--- src/rtl/genius_pkg.sv ---
// Shared definitions for the genius game: sequence FSM states and default
// entry geometry used by the player-sequence register and its peers.
package genius_pkg;

    localparam int GENIUS_ENTRY_W = 4;
    localparam int GENIUS_DEPTH   = 16;

    typedef enum logic [1:0] {
        COLLECT = 2'd0,
        DONE    = 2'd1,
        FAIL    = 2'd2
    } seq_state_t;

endpackage

--- src/rtl/seq_cmp.sv ---
// Selects one slot of the packed reference sequence and compares it with the
// incoming player entry. Purely combinational.
module seq_cmp #(
    parameter int ENTRY_W = 4,
    parameter int DEPTH   = 16,
    parameter int IW      = 4
) (
    input  logic [ENTRY_W-1:0]       din,
    input  logic [ENTRY_W*DEPTH-1:0] ref_data,
    input  logic [IW-1:0]            idx,
    output logic                     match
);

    logic [ENTRY_W-1:0] ref_slot;

    // An index past the last slot selects zero rather than wrapping.
    always_comb begin
        ref_slot = '0;
        for (int i = 0; i < DEPTH; i++) begin
            if (idx == IW'(i)) begin
                ref_slot = ref_data[i*ENTRY_W +: ENTRY_W];
            end
        end
    end

    assign match = (din == ref_slot);

endmodule

--- src/rtl/reg_user_seq.sv ---
// Player sequence register: collects entries one per strobe, checks each
// against the expected sequence and reports round completion or first error.
module reg_user_seq
    import genius_pkg::*;
#(
    parameter int ENTRY_W = GENIUS_ENTRY_W,
    parameter int DEPTH   = GENIUS_DEPTH,
    parameter int CW      = $clog2(DEPTH + 1)
) (
    input  logic                     clk,
    input  logic                     R,
    input  logic                     E,
    input  logic                     clr,
    input  logic [ENTRY_W-1:0]       din,
    input  logic [ENTRY_W*DEPTH-1:0] ref_data,
    input  logic [CW-1:0]            level,
    output logic [ENTRY_W*DEPTH-1:0] q,
    output logic [CW-1:0]            count,
    output logic                     full,
    output logic                     done,
    output logic                     err,
    output logic [CW-1:0]            err_idx
);

    localparam int IW = (DEPTH > 1) ? $clog2(DEPTH) : 1;

    seq_state_t         state;
    seq_state_t         next_state;
    logic [ENTRY_W-1:0] mem [DEPTH];
    logic [CW-1:0]      eff_level;
    logic [CW-1:0]      next_count;
    logic [IW-1:0]      slot_idx;
    logic               accept;
    logic               match;

    assign full       = (count == CW'(DEPTH));
    assign slot_idx   = count[IW-1:0];
    assign next_count = count + CW'(1);
    assign accept     = (state == COLLECT) && E && !clr && !full;
    assign done       = (state == DONE);
    assign err        = (state == FAIL);

    // Out-of-range or zero level means "fill the whole buffer".
    always_comb begin
        eff_level = level;
        if (level == '0 || level > CW'(DEPTH)) begin
            eff_level = CW'(DEPTH);
        end
    end

    seq_cmp #(
        .ENTRY_W (ENTRY_W),
        .DEPTH   (DEPTH),
        .IW      (IW)
    ) u_seq_cmp (
        .din      (din),
        .ref_data (ref_data),
        .idx      (slot_idx),
        .match    (match)
    );

    always_ff @(posedge clk or posedge R) begin
        if (R) begin
            state <= COLLECT;
        end else begin
            state <= next_state;
        end
    end

    always_comb begin
        next_state = state;
        if (clr) begin
            next_state = COLLECT;
        end else if (accept) begin
            if (!match) begin
                next_state = FAIL;
            end else if (next_count == eff_level) begin
                next_state = DONE;
            end
        end
    end

    // A mismatching entry is still stored and counted; err_idx keeps its slot.
    always_ff @(posedge clk or posedge R) begin
        if (R) begin
            count   <= '0;
            err_idx <= '0;
            for (int i = 0; i < DEPTH; i++) begin
                mem[i] <= '0;
            end
        end else if (clr) begin
            count   <= '0;
            err_idx <= '0;
            for (int i = 0; i < DEPTH; i++) begin
                mem[i] <= '0;
            end
        end else if (accept) begin
            mem[slot_idx] <= din;
            count         <= next_count;
            if (!match) begin
                err_idx <= count;
            end
        end
    end

    for (genvar g = 0; g < DEPTH; g++) begin : g_pack
        assign q[g*ENTRY_W +: ENTRY_W] = mem[g];
    end

endmodule

--- config.mk ---
export PLATFORM = sky130hd
export DESIGN_NAME = reg_user_seq
export DESIGN_NICKNAME = d
export VERILOG_FILES = /design/src/rtl/genius_pkg.sv /design/src/rtl/seq_cmp.sv /design/src/rtl/reg_user_seq.sv
export SDC_FILE = /design/constraint.sdc
export NUM_CORES = 1
export LEC_CHECK = 0
export CAP_MARGIN = 30
export CELL_PAD_IN_SITES_DETAIL_PLACEMENT = 0
export CELL_PAD_IN_SITES_GLOBAL_PLACEMENT = 1
export CORE_MARGIN = 10
export CORE_UTILIZATION = 36
export DETAILED_ROUTE_END_ITERATION = 8
export PLACE_DENSITY_LB_ADDON = 0.1
export RECOVER_POWER = 50
export SETUP_SLACK_MARGIN = 0.15
export SKIP_CTS_REPAIR_TIMING = 1
export SLEW_MARGIN = 20
export SYNTH_ARGS = -nofsm -noshare
export SYNTH_HDL_FRONTEND = slang
export SYNTH_SLANG_ARGS = --single-unit
export TNS_END_PERCENT = 20
--- constraint.sdc ---
create_clock -name clk -period 8.96 [get_ports clk]
set_clock_uncertainty 0.05 [all_clocks]
set_input_delay 1.792 -clock clk [delete_from_list [all_inputs] [get_ports clk]]
set_output_delay 1.792 -clock clk [all_outputs]
set_load 0.02 [all_outputs]
==> run metrics, run 1 <==
run status=complete, but fails checks; failing checks=max-capacitance violations, max-slew violations; clock root buffer=clkbuf_16; Synth area leaders=dfrtp_1, mux2i_1, nor2_1, a21oi_1, nand2b_1; DRT iter0 DRCs=263; vias in the first global route=between 4,000 and 5,000; Main synth FF type=dfrtp_1; Fmax=0.180 GHz; die height=130 um; diodes inserted=0; Worst Reg2Reg Path Length in Cells=10; initial antenna violation count=0; total number of cells along the worst setup path=4; setup TNS=0 ns; worst skew pair latency=0.33 ns; max cap viols=2; RePlAce Congestion=~0.80; worst slew pin tran=around 2.4 ns; Syn Area/Cell=9.09 um2; Synth Net Count=563; H-tree Lvls=3; Rows=40; hold path depth=2; Peak VDD IR=0.139 mV; CTS tree=done; number of buffers and inverters on the critical path=4; reg2reg end=state[1]; power density cells=153 nW/um2; largest net degree at the start of global routing=83; Initial Util=a little over a third; Leak=about 3.0 nW; GRT Total Usage=about 18%; clock sink total=76; Worst Setup Path Type=primary input to asynchronous set/reset pin; worst hold path type=flop to flop; routed vias=4,036; Clock transition at path regs=0.06 ns; DRC violations left=0; min Tclk post-route=around 5.5 ns; worst r2r src=count[0]; CP max-delay cell=clkbuf_1; Setup crit end=q[0]; die width=around 130 um; Fin. Hold Viols=0; CP top delay family=buffers and inverters; post-route ant nets=0; Slew HR=-59.7%; router iterations before antenna repair=4; Port-buffer cells=around 150; Slew Limit Fails=79; CTS buffer count=9; slack of the worst reg-to-reg path=about 5 ns; Post-synth EDFFs=0; # setup viols final=0; Total Wirelength=between 15,000 and 20,000 um; cells after synthesis=481; Async SR Flop Fraction=100%; CP Launch Type=primary input; #FFs+latches synth=76; crit path launch=R; sequential share of the synthesized area=43.5%; RSZ-0062 raised after global routing=false; CP max FO=46; synthesized area=roughly 4400 um2; hpwl dp=roughly 11,000 um; arrival time worst endpoint=approximately 5.4 ns; first-pass GRT wire length=roughly 24,000 um; total grt overflow=0; share of cells above drive strength 1=4.83%; total die area=17,000 um2; vias per cell=between 5 and 6; crit path cell chain=dlygate4sd3_1 > clkinvlp_2 > clkbuf_1 > clkbuf_1; layout filler cell count=1,117; Worst path most repeated cell=clkbuf_1; # nets final=between 600 and 700; Worst EP required=between 8 and 9 ns; Post-Layout Cell Count=around 770; placed insts=~750; P&R area growth vs syn=44.5%; clk buf depth=2; Top Ports=about 150; Routed wire per std cell=between 15 and 20 um; CP peak stage delay=roughly 1.8 ns; core box area=around 12,000 um2; post-route clock period utilization=between 60 and 70%; critical path endpoint category=asynchronous set/reset pin; post-synth cell types=63; post-synth top area cell=dfrtp_1; YS warnings=0; share of the synthesized area in the top cell type=43.5%
-- placed cells by master (no fill, tap or decap), types with 6 or more instances in the layout --
master | netlist | layout
a21oi_1 | 30 | 30
buf_4 | 2 | 6
clkbuf_16 | 0 | 9
clkdlybuf4s50_1 | 0 | 116
dfrtp_1 | 76 | 76
dlygate4sd3_1 | 0 | 36
inv_1 | 12 | 11
mux2i_1 | 55 | 55
nand2_1 | 16 | 16
nand2b_1 | 16 | 16
nand3_1 | 19 | 19
nor2_1 | 97 | 97
nor2b_1 | 10 | 10
nor3_1 | 6 | 6
o21ai_0 | 14 | 14
xnor2_1 | 8 | 8
-- registers in the layout, summed over array words and instances (netlist names) --
name / flops
state: 2
count: 5
q: 64
err_idx: 5
-- power breakdown --
| group | switching [mW] | leakage [nW] | internal, mW |
|---|---|---|---|
| registers | 0.00701 | 1.06 | 0.349 |
| clock network | 0.137 | 0.169 | 0.279 |
| logic | 0.104 | 1.82 | 0.0891 |
| total | 0.249 | 3.05 | 0.717 |
-- cell type report --
type	instances	area (um2)	share of cell area (%)
timing repair buffer	162	1580	25.0
clock inverter	6	111	1.76
tap	147	184	2.91
inverter	13	50.0	0.792
clock buffer	10	239	3.78
multi-input combinational	354	2250	35.6
sequential	76	1900	30.1
-- synthesized netlist by cell type (3+ instances only) --
library cell  instances
a211oi_1              3
a21oi_1              30
a221oi_1              5
a22oi_1               3
a31oi_1               4
buf_1                 3
buf_2                10
clkbuf_1             21
dfrtp_1              76
ha_1                  5
inv_1                12
mux2i_1              55
nand2_1              16
nand2b_1             16
nand3_1              19
nand3b_1              4
nor2_1               97
nor2b_1              10
nor3_1                6
o211ai_1              3
o21a_1                3
o21ai_0              14
o311a_1               3
o311ai_0              3
xnor2_1               8
xor2_1                3
-- routing by layer --
| layer | global-route usage, % | part of all wire (%) |
|---|---|---|
| met1 | 23.0 | 45 |
| met2 | 29.3 | 46 |
| met3 | 5.07 | 7.5 |
| met4 | 5.42 | 0.87 |
| met5 | 0 | 0 |
-- worst min-delay path, cell delays in order, from the launching register on --
cell and delay, ns:
dfrtp_1 0.34, a21oi_1 0.06, nor2_1 0.08
-- stage by stage --
step	instance area, um2	power [mW]	hold slack, ns	utilization, %	setup WS, ns
finish	6320	0.966	0.467	52.8	3.41
global route	6320	1.01	0.493	52.8	2.58
CTS	6330	0.981	0.476	52.9	4.55
detailed placement	5980	0.559	0.462	50.0	4.50
global placement	5980	0.558	0.447	50.0	4.51
floorplan	4370	0.478	0.459	-	5.12
-- worst min path at each step --
stage                  start  endpoint
floorplan           state[1]  state[1]
global placement       q[34]     q[34]
detailed placement     q[26]     q[26]
CTS                    q[38]     q[38]
global route           q[26]     q[26]
finish                 q[26]     q[26]
-- cell families (layout without fill, tap and decap cells) --
family,after synthesis,after routing,share of synthesized area (%)
and+or+nand+nor,185,185,19.8
adders and majority gates,5,5,1.43
DFF,76,76,43.5
buffers and inverters,51,191,5.03
AOI/OAI and AO/OA,98,98,15.5
xor gates and xnor gates,11,11,2.20
muxes,55,55,12.6
No activity file was read; power rests on OpenSTA's default activity.
==> run 2: changes to the inputs <==
--- a/config.mk
+++ b/config.mk
@@ -9,7 +9,7 @@
 export CELL_PAD_IN_SITES_DETAIL_PLACEMENT = 0
 export CELL_PAD_IN_SITES_GLOBAL_PLACEMENT = 1
 export CORE_MARGIN = 10
-export CORE_UTILIZATION = 36
+export CORE_UTILIZATION = 30
 export DETAILED_ROUTE_END_ITERATION = 8
 export PLACE_DENSITY_LB_ADDON = 0.1
 export RECOVER_POWER = 50
==> constraint.sdc (replaced) <==
create_clock -name clk -period 4.8 [get_ports clk]
set_clock_uncertainty 0.05 [all_clocks]
set_input_delay 0.96 -clock clk [delete_from_list [all_inputs] [get_ports clk]]
set_output_delay 0.96 -clock clk [all_outputs]
set_load 0.02 [all_outputs]
==> run 2 against run 1 <==
  * Register-to-register slack lost 3.8 ns
  * Sequential cell count is the same
  * Sequential share of layout area shrank 0.14 points
  * Largest cell class unchanged
  * Core utilization shrank 8.8 points
  * Non-clock buffer count grew 2
  * The flow still finishes with violations (max-capacitance violations, max-slew violations)
  * Power grew 78%
==> run metrics, run 2 (synthesized netlist as in run 1, its figures left out) <==
Peak VDD IR=0.158 mV; share of cells above drive strength 1=around 5.5%; Net Sw Frac=between 20% and 30%; DRT iter0 DRCs=between 150 and 200; failing checks=max-capacitance violations, max-slew violations; vias per cell=5.05; GRT Total Usage=16.2%; first-pass GRT wire length=about 26,000 um; Gate power share=about a fifth; clk buf depth=2; Total Wirelength=about 16,000 um; power density cells=between 200 and 300 nW/um2; die height=141 um; worst r2r src=count[0]; die width=141 um; vias in the first global route=around 4,200; run status=complete, but fails checks; total die area=a little under 20,000 um2; slack of the worst reg-to-reg path=approximately 1.2 ns; setup TNS=0 ns; commonest non-fill, non-tap cells in the layout=clkdlybuf4s50_1, nor2_1, dfrtp_1, mux2i_1, dlygate4sd3_1; post-route clock period utilization=between 70% and 80%; crit path launch=R; arrival time worst endpoint=about 4 ns; Largest register FFs=between 60 and 70; clock sink total=76; Routed wire per std cell=around 20 um; P_int=roughly 1.2 mW; # setup viols final=0; min Tclk post-route=3.65 ns; Fin. Hold Viols=0; Slew HR=-40.3%; clock network fraction of design power=around 40%; Clock transition at path regs=~0.050 ns; Fmax=0.274 GHz; worst hold path type=flop to flop; critical path endpoint category=asynchronous set/reset pin; P&R area growth vs syn=45.2%; sequential cell area=1900 um2; Worst Setup Path Type=primary input to asynchronous set/reset pin; layout filler cell count=1,435; router iterations before antenna repair=4; diodes inserted=0; Flop pwr share=38.6%; total grt overflow=0; H-tree Lvls=3; Worst EP required=~5.2 ns; CP max FO=39; Rows=44; reg2reg end=state[1]; Port-buffer cells=about 150; RSZ-0062 raised after global routing=false; CTS buffer count=9; CP Launch Type=primary input; RePlAce Congestion=about 0.85; commonest non-fill, non-tap cell in the layout=clkdlybuf4s50_1; Worst Reg2Reg Path Length in Cells=9; largest net degree at the start of global routing=43; DRC violations left=0; post-route ant nets=0; Top Ports=approximately 150; Initial Util=a little under a third; Multi-input gate area=~2300 um2; CTS tree=done; hpwl dp=11,600 um; Leak=roughly 3.1 nW; # nets final=700; clock root buffer=clkbuf_16; initial antenna violation count=0; worst skew pair latency=between 0.3 and 0.4 ns; worst slew pin tran=around 2.1 ns; max cap viols=1; routed vias=4,074; core box area=about 14,000 um2; Slew Limit Fails=40; hold slack=around 0.46 ns; switching pwr=468 uW; Setup crit end=q[1]
## run 2: changes by cell type in the layout (fill, tap and decap cells not counted), moves of 2 or more
cell / previous run / this run
clkdlybuf4s50_1: 116 / 113
bufinv_16: 3 / 1
buf_4: 6 / 10
dlygate4sd3_1: 36 / 39
## run 2: layout make-up
class	instances	area share, %
clock buffer	12	4.04
clock inverter	4	0.749
inverter	13	0.788
multi-input combinational	354	35.6
sequential	76	30.0
tap	184	3.63
timing repair buffer	164	25.3
## run 2: stage by stage
stage | cells | power, mW | cell area (um2) | setup slack (ns) | utilization [%]
after floorplan | 481 | 0.891 | 4370 | 1.79 | -
after global placement | 790 | 1.04 | 6040 | 1.20 | 41.9
after detailed placement | 791 | 1.05 | 6060 | 1.19 | 42.0
after CTS | 807 | 1.75 | 6370 | 1.16 | 44.1
after global routing | 807 | 1.80 | 6350 | 0.667 | 44.0
final | 807 | 1.72 | 6350 | 1.15 | 44.0
## run 2: worst max-delay path, stage by stage
cell           delay (ns)
dlygate4sd3_1        0.54
clkinvlp_2           0.45
clkbuf_1             1.56
buf_4                0.54
## run 2: layer usage
metal	global-route usage, %	wire length, um	vias up
met5	0	0	-
met4	3.91	146	0
met3	4.77	1200	9
met2	25.9	7490	137
met1	21.0	7360	1974
li1	-	-	1954
## run 2: power groups by stage
stage               clock network [mW]  registers (mW)  logic (mW)
floorplan                            0           0.683       0.208
global placement                     0           0.675       0.368
detailed placement                   0           0.675       0.370
CTS                              0.713           0.664       0.373
global route                     0.736           0.665       0.397
finish                           0.690           0.663       0.364
## run 2: how the worst min path moves through the flow
stage | slack [ns] | startpoint | endpoint | cells past startpoint
CTS | 0.47 | q[50] | q[50] | 2
global route | 0.50 | q[20] | q[20] | 2
floorplan | 0.46 | state[1] | state[1] | 1
finish | 0.46 | q[46] | q[46] | 2
detailed placement | 0.46 | q[50] | q[50] | 2
global placement | 0.45 | q[62] | q[62] | 2
==> run 3: changes to the inputs <==
--- a/config.mk
+++ b/config.mk
@@ -9,7 +9,7 @@
 export CELL_PAD_IN_SITES_DETAIL_PLACEMENT = 0
 export CELL_PAD_IN_SITES_GLOBAL_PLACEMENT = 1
 export CORE_MARGIN = 10
-export CORE_UTILIZATION = 30
+export CORE_UTILIZATION = 33
 export DETAILED_ROUTE_END_ITERATION = 8
 export PLACE_DENSITY_LB_ADDON = 0.1
 export RECOVER_POWER = 50
==> constraint.sdc (replaced) <==
create_clock -name clk -period 3.8 [get_ports clk]
set_clock_uncertainty 0.05 [all_clocks]
set_input_delay 0.76 -clock clk [delete_from_list [all_inputs] [get_ports clk]]
set_output_delay 0.76 -clock clk [all_outputs]
set_load 0.02 [all_outputs]
==> run 3 against run 2 <==
  * The run still ends with max-capacitance violations, max-slew violations left
  * Power is 23% higher
  * Non-clock buffer count increased by 11
  * Critical path depth is 7 higher
  * Clock-buffer cell count decreased by 1
  * Wire length decreased by 0.79%
  * Worst setup slack got worse by 0.69 ns
  * Via count shrank 0.42%
  * Final cell count increased by 0.12%
  * Combinational power is 30% higher
  * Critical endpoint is now state[1]
==> run metrics, run 3 (synthesized netlist as in run 1, its figures left out) <==
Met2 Routed Length=approximately 7300 um; Initial Util=between 30% and 40%; # setup viols final=0; post-route clock period utilization=between 80 and 90%; CP max FO=19; setup TNS=0 ns; RSZ-0062 raised after global routing=false; vias in the first global route=4,326; Slew HR=-21.7%; DRT iter0 DRCs=between 200 and 300; diodes inserted=0; die height=approximately 140 um; worst slew pin tran=around 1.8 ns; total die area=around 18,000 um2; GRT Total Usage=17.4%; PnR worst setup slack=between 0.4 and 0.5 ns; largest net degree at the start of global routing=80; Rows=42; Clock transition at path regs=about 0.060 ns; critical path endpoint category=flop; worst skew pair latency=between 0.3 and 0.4 ns; commonest non-fill, non-tap cell in the layout=clkdlybuf4s50_1; CTS buffer count=9; P&R area growth vs syn=46.5%; Fmax=around 0.3 GHz; Routed wire per std cell=about 20 um; router iterations before antenna repair=4; clk buf depth=2; routed vias=roughly 4,100; worst hold path type=flop to flop; die width=135 um; CP top delay family=compound AO/OA/AOI/OAI gates; vias per cell=about 5.0; RePlAce Congestion=between 0.8 and 0.9; clock root buffer=clkbuf_16; hpwl dp=around 12,000 um; Top Ports=around 150; core box area=between 10,000 and 15,000 um2; CTS tree=done; crit path cell chain=inv_1 > ha_1 > buf_4 > nor2b_1 > o31ai_1 > o21ai_0 > o2111a_1 > a211o_1 > a311o_1 > o31a_1 > o21ba_1; failing checks=max-capacitance violations, max-slew violations; # nets final=roughly 710; H-tree Lvls=3; CP Launch Type=flop; max cap viols=1; first-pass GRT wire length=about 25,000 um; worst slack, placed=between 0.4 and 0.5 ns; Fin. Hold Viols=0; run status=complete, but fails checks; clock sink total=76; share of cells above drive strength 1=~6.5%; Leak=around 3.1 nW; commonest non-fill, non-tap cells in the layout=clkdlybuf4s50_1, nor2_1, dfrtp_1, mux2i_1, dlygate4sd3_1; Routed met3 length=about 1400 um; CP peak stage delay=a little over 0.5 ns; Slew Limit Fails=42; post-route ant nets=0; min Tclk post-route=around 3.3 ns; power density cells=roughly 330 nW/um2; Peak VDD IR=about 0.26 mV; total grt overflow=0; number of buffers and inverters on the critical path=2; arrival time worst endpoint=3.51 ns; Worst EP required=roughly 4 ns; DR top layer=met4; Met1 Wirelength=roughly 7300 um; Largest register FFs=64; Worst Setup Path Type=flop to flop; Total Wirelength=roughly 16,000 um; Port-buffer cells=roughly 150; DRC violations left=0; CP max-delay cell=dfrtp_1; initial antenna violation count=0
==> run 3: cell count changes in the layout (fill, tap and decap cells not counted) <==
cell            previous run  this run
buf_12                     0         1
dlymetal6s4s_1             0         1
clkbuf_2                   0         1
clkbuf_8                   2         0
buf_4                     10        18
clkbuf_1                   2         3
clkinvlp_4                 1         0
==> run 3: through the flow <==
step	instances	util [%]	power, mW	hold WS, ns	area (um2)
after global routing	808	48.8	2.22	0.504	6410
after global placement	793	46.6	1.32	0.446	6130
after CTS	807	48.7	2.14	0.474	6400
final	808	48.8	2.11	0.462	6410
after floorplan	481	-	1.13	0.459	4370
after detailed placement	793	46.6	1.33	0.463	6130
==> run 3: tightest hold or removal path, cell delays in order (launching register included) <==
cell and delay [ns]:
dfrtp_1 0.34, a21oi_1 0.06, nor2_1 0.08
==> run 3: final cells by class <==
cell class | count | area (um2)
clock buffer | 11 | 233
tap | 176 | 220
timing repair buffer | 175 | 1700
clock inverter | 3 | 40.0
multi-input combinational | 354 | 2260
sequential | 76 | 1900
inverter | 13 | 50.0
fill | 1257 | 6730
==> run 3: power by group <==
part | switching, mW | leakage, nW | internal [mW]
Clock | 0.303 | 0.135 | 0.499
Sequential | 0.0140 | 1.06 | 0.823
Combinational | 0.248 | 1.92 | 0.225
==> run 3: per-layer routing <==
| metal | GRT usage (%) | vias to the layer above |
|---|---|---|
| li1 | - | 1974 |
| met4 | 4.61 | 0 |
| met3 | 5.97 | 11 |
| met2 | 27.3 | 136 |
| met1 | 22.2 | 1936 |
| met5 | 0 | - |
==> run 3: final timing paths <==
check / startpoint / end / slack [ns] / cells past startpoint
min in group asynchronous: R / q[52] / 0.82 / 2
max in group asynchronous: R / q[37] / 0.64 / 4
worst max register to register: count[0] / state[1] / 0.46 / 11
worst min-delay path: q[46] / q[46] / 0.46 / 2
worst max-delay path: count[0] / state[1] / 0.46 / 11
worst min register to register: q[46] / q[46] / 0.46 / 2
